[src/rtl/seq_1011_gen.sv]
// Moore serial transmitter: sends nframes copies of PATTERN MSB first, with GAP filler zeros between frames.
// Define SEQ_GEN_ABORT_EN to add an abort input that cancels a transfer in SEND or GAP without a done pulse.
module seq_1011_gen #(
   parameter int               PAT_W   = 4,
   parameter logic [PAT_W-1:0] PATTERN = 4'b1011,
   parameter int               CNT_W   = 8,
   parameter int               GAP     = 0
) (
   input  logic             clk,
   input  logic             rst,
   input  logic             start,
`ifdef SEQ_GEN_ABORT_EN
   input  logic             abort,
`endif
   input  logic [CNT_W-1:0] nframes,
   output logic             out,
   output logic             valid,
   output logic             busy,
   output logic             done
);

   localparam int BIT_W = $clog2(PAT_W);
   localparam int GAP_W = (GAP > 0) ? $clog2(GAP + 1) : 1;
   localparam logic [BIT_W-1:0] BIT_LAST = BIT_W'(PAT_W - 1);
   localparam logic [GAP_W-1:0] GAP_LAST = GAP_W'((GAP > 0) ? GAP - 1 : 0);

   localparam logic [1:0] S_IDLE = 2'd0;
   localparam logic [1:0] S_SEND = 2'd1;
   localparam logic [1:0] S_GAP  = 2'd2;
   localparam logic [1:0] S_DONE = 2'd3;

   logic [1:0]       state_q, state_d;
   logic [BIT_W-1:0] bit_q,   bit_d;
   logic [CNT_W-1:0] frm_q,   frm_d;
   logic [GAP_W-1:0] gap_q,   gap_d;

   always_comb begin
      state_d = state_q;
      bit_d   = bit_q;
      frm_d   = frm_q;
      gap_d   = gap_q;
      case (state_q)
         S_IDLE: begin
            if (start && (nframes != '0)) begin
               frm_d   = nframes;
               bit_d   = BIT_LAST;
               state_d = S_SEND;
            end
         end
         S_SEND: begin
            if (bit_q == '0) begin
               frm_d = frm_q - CNT_W'(1);
               // frm_q still counts the frame whose last bit is on out now
               if (frm_q == CNT_W'(1)) begin
                  state_d = S_DONE;
               end else if (GAP > 0) begin
                  state_d = S_GAP;
                  gap_d   = GAP_LAST;
               end else begin
                  bit_d = BIT_LAST;
               end
            end else begin
               bit_d = bit_q - BIT_W'(1);
            end
         end
         S_GAP: begin
            if (gap_q == '0) begin
               state_d = S_SEND;
               bit_d   = BIT_LAST;
            end else begin
               gap_d = gap_q - GAP_W'(1);
            end
         end
         S_DONE:  state_d = S_IDLE;
         default: state_d = S_IDLE;
      endcase
`ifdef SEQ_GEN_ABORT_EN
      if (abort && ((state_q == S_SEND) || (state_q == S_GAP))) begin
         state_d = S_IDLE;
      end
`endif
   end

   always_ff @(posedge clk) begin
      if (rst) begin
         state_q <= S_IDLE;
         bit_q   <= '0;
         frm_q   <= '0;
         gap_q   <= '0;
      end else begin
         state_q <= state_d;
         bit_q   <= bit_d;
         frm_q   <= frm_d;
         gap_q   <= gap_d;
      end
   end

   assign out   = (state_q == S_SEND) && PATTERN[bit_q];
   assign valid = (state_q == S_SEND) || (state_q == S_GAP);
   assign busy  = (state_q == S_SEND) || (state_q == S_GAP);
   assign done  = (state_q == S_DONE);

endmodule

[config.mk]
export PLATFORM = sky130hd
export DESIGN_NAME = seq_1011_gen
export DESIGN_NICKNAME = d
export VERILOG_FILES = /design/src/rtl/seq_1011_gen.sv
export SDC_FILE = /design/constraint.sdc
export NUM_CORES = 1
export LEC_CHECK = 0
export CAP_MARGIN = 0
export CORE_UTILIZATION = 55
export CTS_BUF_LIST = sky130_fd_sc_hd__clkbuf_4 sky130_fd_sc_hd__clkbuf_8
export DETAILED_ROUTE_END_ITERATION = 8
export GPL_TIMING_DRIVEN = 0
export MAX_ROUTING_LAYER = met4
export PLACE_DENSITY = 0.81
export RECOVER_POWER = 25
export SLEW_MARGIN = 20
export SYNTH_ARGS = -nofsm -noshare
export SYNTH_HDL_FRONTEND = slang
export SYNTH_SLANG_ARGS = --single-unit
export TNS_END_PERCENT = 20
[constraint.sdc]
create_clock -name clk -period 2 [get_ports clk]
set_clock_uncertainty 0.05 [all_clocks]
set_input_delay 0.5 -clock clk [delete_from_list [all_inputs] [get_ports clk]]
set_output_delay 0.5 -clock clk [all_outputs]
set_load 0.01 [all_outputs]
==> flow_metrics.tcl <==
set metrics [dict create \
    status "finished clean" \
    path_cells "clkdlybuf4s50_1 > nor4_4 > a21o_1 > buf_6 > a21oi_1 > o221a_1" \
    initial_core_util 0.5824 \
    root_buffer "clkbuf_4" \
    endpoint "frm_q[2]$_SDFFE_PP0P_" \
    grt_first_pass_wirelength_mm 4.098 \
    power.total_w 0.001291 \
    crit_arrival_ns 2.10 \
    dp_hpwl_mm 1.863 \
    drt-total-wl_mm 2.605 \
    finalHoldViolations 0 \
    worstSetupPathType "in2reg" \
    cts.reportedPaths.clkPinSlew_ns 0.09 \
    final_nets 154 \
    yosysWarnings 0 \
    leakage_nw 0.4889 \
    syn-cell-area_um2 994.7 \
    num_rows 15 \
    whs_ns 0.4300 \
    peakVddDrop_v 0.0005701 \
    wl_per_cell_um 16.38 \
    crit_slowest_cell "clkdlybuf4s50_1" \
    overflow 0 \
    grt_pass1_vias 889 \
    cts.sinks 12 \
    critical_path.top_delay_family "buffers and inverters" \
    h-tree-depth 1 \
    insertion_delay_ns 0.28 \
    seqCellArea_um2 247.7 \
    design_area_um2 1266 \
    path_buf_inv 2 \
    multi_input_area_um2 695.7 \
    cpPeakStageDelay_ns 0.47 \
    cts_tree "yes" \
    cp.required_ns 2.13 \
    drv_slew 0 \
    cp-end-kind "flop" \
    numPortBuffers 14 \
    cts_hold_buf 0 \
    synth.avg_cell_area_um2 8.803 \
    ys_ff_latch 12 \
    coreArea_um2 1708 \
    grt_max_degree 11 \
    routabilityCongestion 0.9064 \
    cts.path.max_buffers 2 \
    drtIter0Drc 54 \
    synthFlopType "dfxtp_1" \
    n_antenna_cell 0 \
    layout-drive-gt1-share 0.2463 \
    die-area_um2 1982 \
    synth_edf_count 0 \
    max_freq_mhz 508.8 \
    cap_violations 0 \
    cp_max_fo 10 \
    synthArstFlopShare 0 \
    synth_nets 132 \
    hold_class "reg2reg" \
    tightest_slew_ns 0.3735 \
    p_per_area_nw_per_um2 1019 \
    drt_pass1_iterations 4 \
    grt_util_all_layers 0.2927 \
    die_x_um 44.53 \
    final-setup-viol-count 0 \
    timing.rr.start "state_q[1]$_SDFFE_PP0P_" \
    max_slew_margin 0.7501 \
    final_cells 159 \
    ys_types 44 \
    start_kind "primary input" \
    ant_nets 0 \
    r2r-end "frm_q[7]$_SDFFE_PP0P_" \
    detailed_place.area_um2 1166 \
    antenna_found_initial 0 \
    synthToLayoutAreaGrowth_pct 27.30 \
    r2r_slack_ns 0.14 \
    vias_per_cell 6.208 \
    ioPinCount 15 \
    dp_cells 152 \
    synth_seq_area_share 0.2415 \
    cts_buffers 3 \
    worst-path-stages 6 \
    min_period_over_period 0.9826 \
    period_needed_ns 1.965 \
    reg2reg_depth 7 \
    synthCells 113 \
    fillers 127 \
    drc 0 \
    cp-startpoint "nframes[2]" \
    die_y_um 44.53 \
    vias 987 \
]
==> synthesized netlist by cell type (all sizes together), types with 4 or more instances <==
cell type / instances / area, um2
a21oi: 7 / 35.03
a221oi: 6 / 58.80
nor3: 5 / 36.29
ha: 8 / 100.1
buf: 4 / 28.78
o32ai: 4 / 35.03
nand3: 5 / 25.02
nand2: 8 / 37.54
and4: 4 / 38.79
dfxtp: 12 / 240.2
nor2: 8 / 32.54
inv: 11 / 41.29
==> sequential cells by signal, indices dropped and copies added, names as in the netlist <==
| name | count |
|---|---|
| bit_q | 2 |
| state_q | 2 |
| frm_q | 8 |
==> placed cells by master (no fill, tap or decap), drive strengths merged, types with 2 or more instances in the layout <==
cell type      instances
a211oi                 3
buf                    8
nand3                  5
a221oi                 6
clkbuf                 6
o32ai                  4
and3                   2
a21o                   3
nor2                   8
dfxtp                 12
a21oi                  7
clkdlybuf4s50         11
dlygate4sd2            2
ha                     8
nand2                  8
o221a                  2
and4                   4
nor4                   3
o21ai                  3
inv                   11
nor3                   5
==> metal layers <==
metal,track usage,vias up,wire [um]
met5,-,-,0
met4,0.1515,0,25
met3,0.05306,4,140
met2,0.4353,37,1329
met1,0.3750,468,1111
li1,-,478,-
==> cell families after synthesis <==
| logic type | synth area share |
|---|---|
| simple gates | 0.2478 |
| mux | 0.02515 |
| compound gates | 0.2893 |
| buf+inv | 0.09560 |
| flops | 0.2415 |
| fa+ha+maj | 0.1006 |
==> worst min path at each step <==
| stage | startpoint | end | cells after the start |
|---|---|---|---|
| 3_5_place_dp | frm_q[6]$_SDFFE_PP0P_ | frm_q[6]$_SDFFE_PP0P_ | 2 |
| 6_report | frm_q[6]$_SDFFE_PP0P_ | frm_q[6]$_SDFFE_PP0P_ | 2 |
| 3_3_place_gp | frm_q[7]$_SDFFE_PP0P_ | frm_q[7]$_SDFFE_PP0P_ | 2 |
| 2_1_floorplan | frm_q[7]$_SDFFE_PP0P_ | frm_q[7]$_SDFFE_PP0P_ | 2 |
| 4_1_cts | frm_q[6]$_SDFFE_PP0P_ | frm_q[6]$_SDFFE_PP0P_ | 2 |
| 5_1_grt | frm_q[6]$_SDFFE_PP0P_ | frm_q[6]$_SDFFE_PP0P_ | 2 |
==> worst min-delay path, cell delays in order (launching register included) <==
cell	delay [ns]
dfxtp_1	0.32
nand2_1	0.06
o32ai_1	0.05
==> where the power goes <==
group          internal, W  leakage, nW  total (W)  switching (W)
clock             0.000111       0.0210   0.000205      0.0000941
sequential        0.000300        0.101   0.000374      0.0000734
combinational     0.000321        0.367   0.000712       0.000391
total             0.000732        0.489    0.00129       0.000559
==> final cells by class <==
cell class / instances / area share
buffer: 6 / 0.04150
clock buffer: 4 / 0.02866
inverter: 12 / 0.03755
multi-input combinational: 83 / 0.5494
sequential: 12 / 0.1957
tap: 25 / 0.02470
timing repair buffer: 17 / 0.1225
==> what timing repair did <==
item                                    4_1_cts  5_1_grt
gates resized for setup                      12        6
setup buffers                                 0        3
endpoints found under the setup margin        6        5
pin swaps                                     0        1
==> per-stage QoR <==
step	utilization	setup TNS [ns]	setup WS, ns
floorplan	-	0	0.2023
global placement	0.6828	-1.929	-0.2549
detailed placement	0.6828	-2.203	-0.2640
CTS	0.7150	-0.02452	-0.02010
global route	0.7414	-0.01813	-0.01813
finish	0.7414	0	0.03478
Power figures use the tool's default switching activity.
